**config.mk**
```make
export PLATFORM = sky130hd
export DESIGN_NAME = pc_sequencer
export DESIGN_NICKNAME = d
export VERILOG_FILES = /design/src/rtl/pc_sequencer.sv
export SDC_FILE = /design/constraint.sdc
export NUM_CORES = 1
export LEC_CHECK = 0
export BUFFER_PORTS_ARGS = -buffer_cell sky130_fd_sc_hd__buf_2
export CORE_MARGIN = 2
export CORE_UTILIZATION = 35
export DETAILED_ROUTE_END_ITERATION = 7
export PLACE_DENSITY = 0.64
export SLEW_MARGIN = 15
export SYNTH_ARGS = -nofsm -noshare
export SYNTH_HDL_FRONTEND = slang
export SYNTH_SLANG_ARGS = --single-unit
```
**constraint.sdc**
```tcl
create_clock -name clk -period 4.5 [get_ports clk]
set_clock_uncertainty 0.15 [all_clocks]
set_input_delay 0.675 -clock clk [delete_from_list [all_inputs] [get_ports clk]]
set_output_delay 0.675 -clock clk [all_outputs]
set_load 0.01 [all_outputs]
```
**src/rtl/pc_sequencer.sv**
```systemverilog
// pc_sequencer: program counter owner and instruction-fetch sequencer for the
// multicycle-fetch RISC-V core. Walks BOOT -> FETCH -> EXEC, commits the next
// PC on the edge that leaves EXEC, and counts retired instructions.
//
// Optional feature: define PC_MISALIGN_TRAP_EN to send a commit whose target
// is not word-aligned into a sticky TRAP state (exit only via rst). Without the
// macro, misaligned targets load into pc as-is and trap is tied low.
module pc_sequencer #(
  parameter int unsigned          XLEN     = 32,
  parameter logic [XLEN-1:0]      RESET_PC = '0,
  parameter int unsigned          CNT_W    = 32
) (
  input  logic             clk,
  input  logic             rst,
  input  logic [1:0]       PCsrc,
  input  logic [XLEN-1:0]  imm_ext,
  input  logic [XLEN-1:0]  rs1_data,
  input  logic             stall,
  input  logic             imem_ready,
  output logic [XLEN-1:0]  pc,
  output logic [XLEN-1:0]  pc_plus4,
  output logic             imem_req,
  output logic             instr_valid,
  output logic [CNT_W-1:0] instret,
  output logic             trap
);

  localparam logic [XLEN-1:0] PC_STEP = XLEN'(4);

`ifdef PC_MISALIGN_TRAP_EN
  typedef enum logic [1:0] {
    S_BOOT  = 2'd0,
    S_FETCH = 2'd1,
    S_EXEC  = 2'd2,
    S_TRAP  = 2'd3
  } state_t;
`else
  typedef enum logic [1:0] {
    S_BOOT  = 2'd0,
    S_FETCH = 2'd1,
    S_EXEC  = 2'd2
  } state_t;
`endif

  state_t           state_q;
  logic [XLEN-1:0]  pc_q;
  logic [XLEN-1:0]  pc_d;
  logic [XLEN-1:0]  jalr_sum;
  logic [CNT_W-1:0] instret_q;
  logic             imem_req_q;
  logic             instr_valid_q;

  // Next-PC select; only consumed on the commit edge, so stall-cycle changes are harmless.
  always_comb begin
    pc_d     = pc_q + PC_STEP;
    jalr_sum = rs1_data + imm_ext;
    unique case (PCsrc)
      2'b01:   pc_d = pc_q + imm_ext;
      2'b10:   pc_d = {jalr_sum[XLEN-1:1], 1'b0};
      default: pc_d = pc_q + PC_STEP;
    endcase
  end

`ifdef PC_MISALIGN_TRAP_EN
  logic trap_q;

  // Sequencer FSM with registered outputs; misaligned commit parks in TRAP.
  always_ff @(posedge clk) begin
    if (rst) begin
      state_q       <= S_BOOT;
      pc_q          <= RESET_PC;
      instret_q     <= '0;
      imem_req_q    <= 1'b0;
      instr_valid_q <= 1'b0;
      trap_q        <= 1'b0;
    end else begin
      unique case (state_q)
        S_BOOT: begin
          state_q    <= S_FETCH;
          imem_req_q <= 1'b1;
        end
        S_FETCH: begin
          if (imem_ready) begin
            state_q       <= S_EXEC;
            imem_req_q    <= 1'b0;
            instr_valid_q <= 1'b1;
          end
        end
        S_EXEC: begin
          if (!stall) begin
            instr_valid_q <= 1'b0;
            if (pc_d[1:0] != 2'b00) begin
              // pc stays on the faulting instruction and it does not retire.
              state_q <= S_TRAP;
              trap_q  <= 1'b1;
            end else begin
              state_q    <= S_FETCH;
              imem_req_q <= 1'b1;
              pc_q       <= pc_d;
              instret_q  <= instret_q + CNT_W'(1);
            end
          end
        end
        S_TRAP: begin
          state_q <= S_TRAP;
        end
        default: begin
          state_q <= S_BOOT;
        end
      endcase
    end
  end

  assign trap = trap_q;
`else
  // Sequencer FSM with registered outputs.
  always_ff @(posedge clk) begin
    if (rst) begin
      state_q       <= S_BOOT;
      pc_q          <= RESET_PC;
      instret_q     <= '0;
      imem_req_q    <= 1'b0;
      instr_valid_q <= 1'b0;
    end else begin
      unique case (state_q)
        S_BOOT: begin
          state_q    <= S_FETCH;
          imem_req_q <= 1'b1;
        end
        S_FETCH: begin
          if (imem_ready) begin
            state_q       <= S_EXEC;
            imem_req_q    <= 1'b0;
            instr_valid_q <= 1'b1;
          end
        end
        S_EXEC: begin
          if (!stall) begin
            state_q       <= S_FETCH;
            imem_req_q    <= 1'b1;
            instr_valid_q <= 1'b0;
            pc_q          <= pc_d;
            instret_q     <= instret_q + CNT_W'(1);
          end
        end
        default: begin
          state_q <= S_BOOT;
        end
      endcase
    end
  end

  assign trap = 1'b0;
`endif

  assign pc          = pc_q;
  assign pc_plus4    = pc_q + PC_STEP;
  assign imem_req    = imem_req_q;
  assign instr_valid = instr_valid_q;
  assign instret     = instret_q;

endmodule

```
==> metrics.txt <==
setup violators final=0; Distinct cells, synth=80; Psw=637.6 uW; Ys Warns=0; GRT Resource Usage Total=21.25%; Synth Area in Simple Gates=22.02%; Starting Density=35.96%; most common cell after layout, fill and taps aside=buf_2; clk root buf=clkbuf_16; P_leak=3.963 nW; pre-CTS setup slack=0.7217 ns; Mapped Nets=1065; Worst Path Max Fanout=8; Final Slew Violations=0; Seq cells post-synth=68; Hold Crit Class=flip-flop to flip-flop; cts bufs inserted=9; Final Non-Filler Cells=1342; Ports=169; hold endpoint=instret[1]; number of global-route vias before repair=6925; sequential share of power=32.9%; worst hold slack=0.3467 ns; Iter 0 DRT Violations=465; vias per cell=5.519; CTS tree=done; die extent in x=146.1 um; core area=19650 um^2; final-report hold violation count=0; critical hold path startpoint=instret[1]; top cells by area, synth=dfxtp_1 (19%), ha_1 (12%), xnor2_1 (7.1%), xor2_1 (5.9%), a21oi_1 (5.5%); layout cell share with drive strength beyond 1=21.26%; gpl congestion=0.9150; Area after DPL=8125 um^2; EDFF count, synth=0; routed length on met2=10670 um; Sum Neg Setup Slack=0 ns; Gate Count Post-Synth=928; worst hold path stage count=2; status=finished, final reports clean; DRT met1 WL=11090 um; CTS sink cnt=68; post-synthesis cell area=7068 um^2; multiplexer area fraction after synthesis=0.2832%; post-route design area=8433 um^2; R2R cell count=12; Critical Path Sink Type=output port; Hold-fix buffers, CTS=0; CTS Buffer Depth=2; max-cap violation count=0; Peak VDD IR=0.1149 mV; Placed Instances=1326; Crit Path Class=flip-flop to output port; largest area contributor in the netlist=dfxtp_1; Synth Area in Compound Gates=28.98%; min Tclk post-route=3.783 ns; postcts setup bufs=0; DR top layer=met4; Post-synth top flop=dfxtp_1; Power Total=1.896 mW; fmax=264.3 MHz; routed via count=7406; internal power=1.259 mW; worst r2r src=pc[0]; hpwl dp=17840 um; post-synthesis xor/xnor area fraction=13.24%; CTS resizes=0; sum of routed wire length over all layers=23410 um; Post-DRT Antenna Nets=0; first-pass GRT wire length=36870 um; CP startpoint kind=flip-flop; port bufs=167; grt total ovfl=0; met3 wire len=1214 um; die height=146.1 um; combinational share of power=27.3%; final clock period utilization by the worst path=84.08%; crit path DAT=2.96 ns; Seq/Total Area, Yosys=19.26%; WL/cell=17.44 um; Rows=51; switching share of power=33.63%; syn avg cell area=7.616 um^2; R2R setup slack=1.24 ns; fin util=42.91%; # DRC=0; Die ar.=21350 um^2; H-tree depth=3; RSZ-0062 raised after global routing=no; largest net degree at the start of global routing=39; drt first pass iters=5; Area Growth Syn to Fin=19.31%; pwr/cell area=224.9 nW/um^2; most frequent cells in the layout=buf_2 (167), a21oi_1 (78), nand2_1 (77); Critical Path RT=3.67 ns; FF-to-FF End=pc[30]; fillers=2088; ys async rst share=0%; Worst slew margin=25.18%; area share of the largest cell type after synthesis=19.26%; Antenna diodes=0; initial antenna violation count=0; Worst Slack Setup Final=0.7166 ns; clock slew at reported path FFs=0.06 ns; Clk pwr share=39.9%; largest family of logic cells by synthesized area=compound AO/OA/AOI/OAI gates; Final Net Count=1209; adder-cell area share of the yosys netlist=12.07%; Tightest Pin Transition=1.122 ns; Worst-Skew Late Latency=0.34 ns
==> worst max-delay path, cell delays in order (launching register included) <==
cell and delay, ns:
dfxtp_1 0.48, ha_1 0.31, nand3_1 0.24, or3_1 0.54
nor3_2 0.44, and3_1 0.28, xor2_1 0.14, buf_2 0.17
==> state kept, by name, indices dropped and copies added, names as in the netlist <==
signal	flops
pc	32
state_q	2
imem_req	1
instret	32
instr_valid	1
==> kinds of logic after synthesis <==
| group | Yosys count |
|---|---|
| flip-flops | 68 |
| adder cells (fa/ha/maj) | 67 |
| AND/OR/NAND/NOR | 312 |
| other | 1 |
| XOR/XNOR | 106 |
| AO/OA/AOI/OAI | 302 |
| multiplexers | 2 |
| buffers and inverters | 70 |
==> Yosys cell counts, drive strengths merged, types with 6 or more instances <==
cell type,n
a21oi,82
nand2,77
nor2,76
dfxtp,68
ha,65
o21ai,60
xnor2,57
xor2,49
a21o,41
nand3,37
clkbuf,36
inv,26
nor3,26
a221oi,21
and3,20
nand4,15
or3,14
a211oi,13
a31oi,12
a22oi,11
nand2b,11
o21a,9
o22ai,9
and2,8
buf,8
nor2b,8
o21bai,6
o31ai,6
or2,6
==> per-layer routing <==
layer	up-vias	global-route usage, %
li1	3697	-
met1	3447	29.26
met2	232	34.76
met3	30	2.969
met4	0	5.971
met5	-	0
==> how the worst max path moves through the flow <==
stage | start | endpoint | slack, ns | cells after the start
detailed placement | imm_ext[1] | pc[22] | 0.72 | 13
global route | pc[2] | pc_plus4[26] | 0.50 | 7
finish | pc[2] | pc_plus4[26] | 0.72 | 7
CTS | pc[2] | pc_plus4[26] | 0.66 | 7
floorplan | imm_ext[0] | pc[16] | 1.16 | 12
global placement | imm_ext[1] | pc[22] | 0.82 | 13
==> power by group through the flow <==
stage | registers (mW) | logic [mW] | clock network, mW
after floorplan | 0.636 | 0.353 | 0
after global placement | 0.636 | 0.507 | 0
after detailed placement | 0.636 | 0.506 | 0
after CTS | 0.623 | 0.510 | 0.774
after global routing | 0.624 | 0.567 | 0.798
final | 0.623 | 0.517 | 0.756
==> cell type report <==
class / count / area (um^2) / area share, %
repair buffers: 177 / 910.9 / 10.80
inverters: 26 / 97.59 / 1.157
multi-input cells: 790 / 5424 / 64.32
flip-flops and latches: 68 / 1361 / 16.14
well taps: 265 / 331.6 / 3.932
clock inverters: 7 / 82.58 / 0.9792
clock buffers: 9 / 225.2 / 2.671
Note: power is estimated with default switching activity, not from simulation.
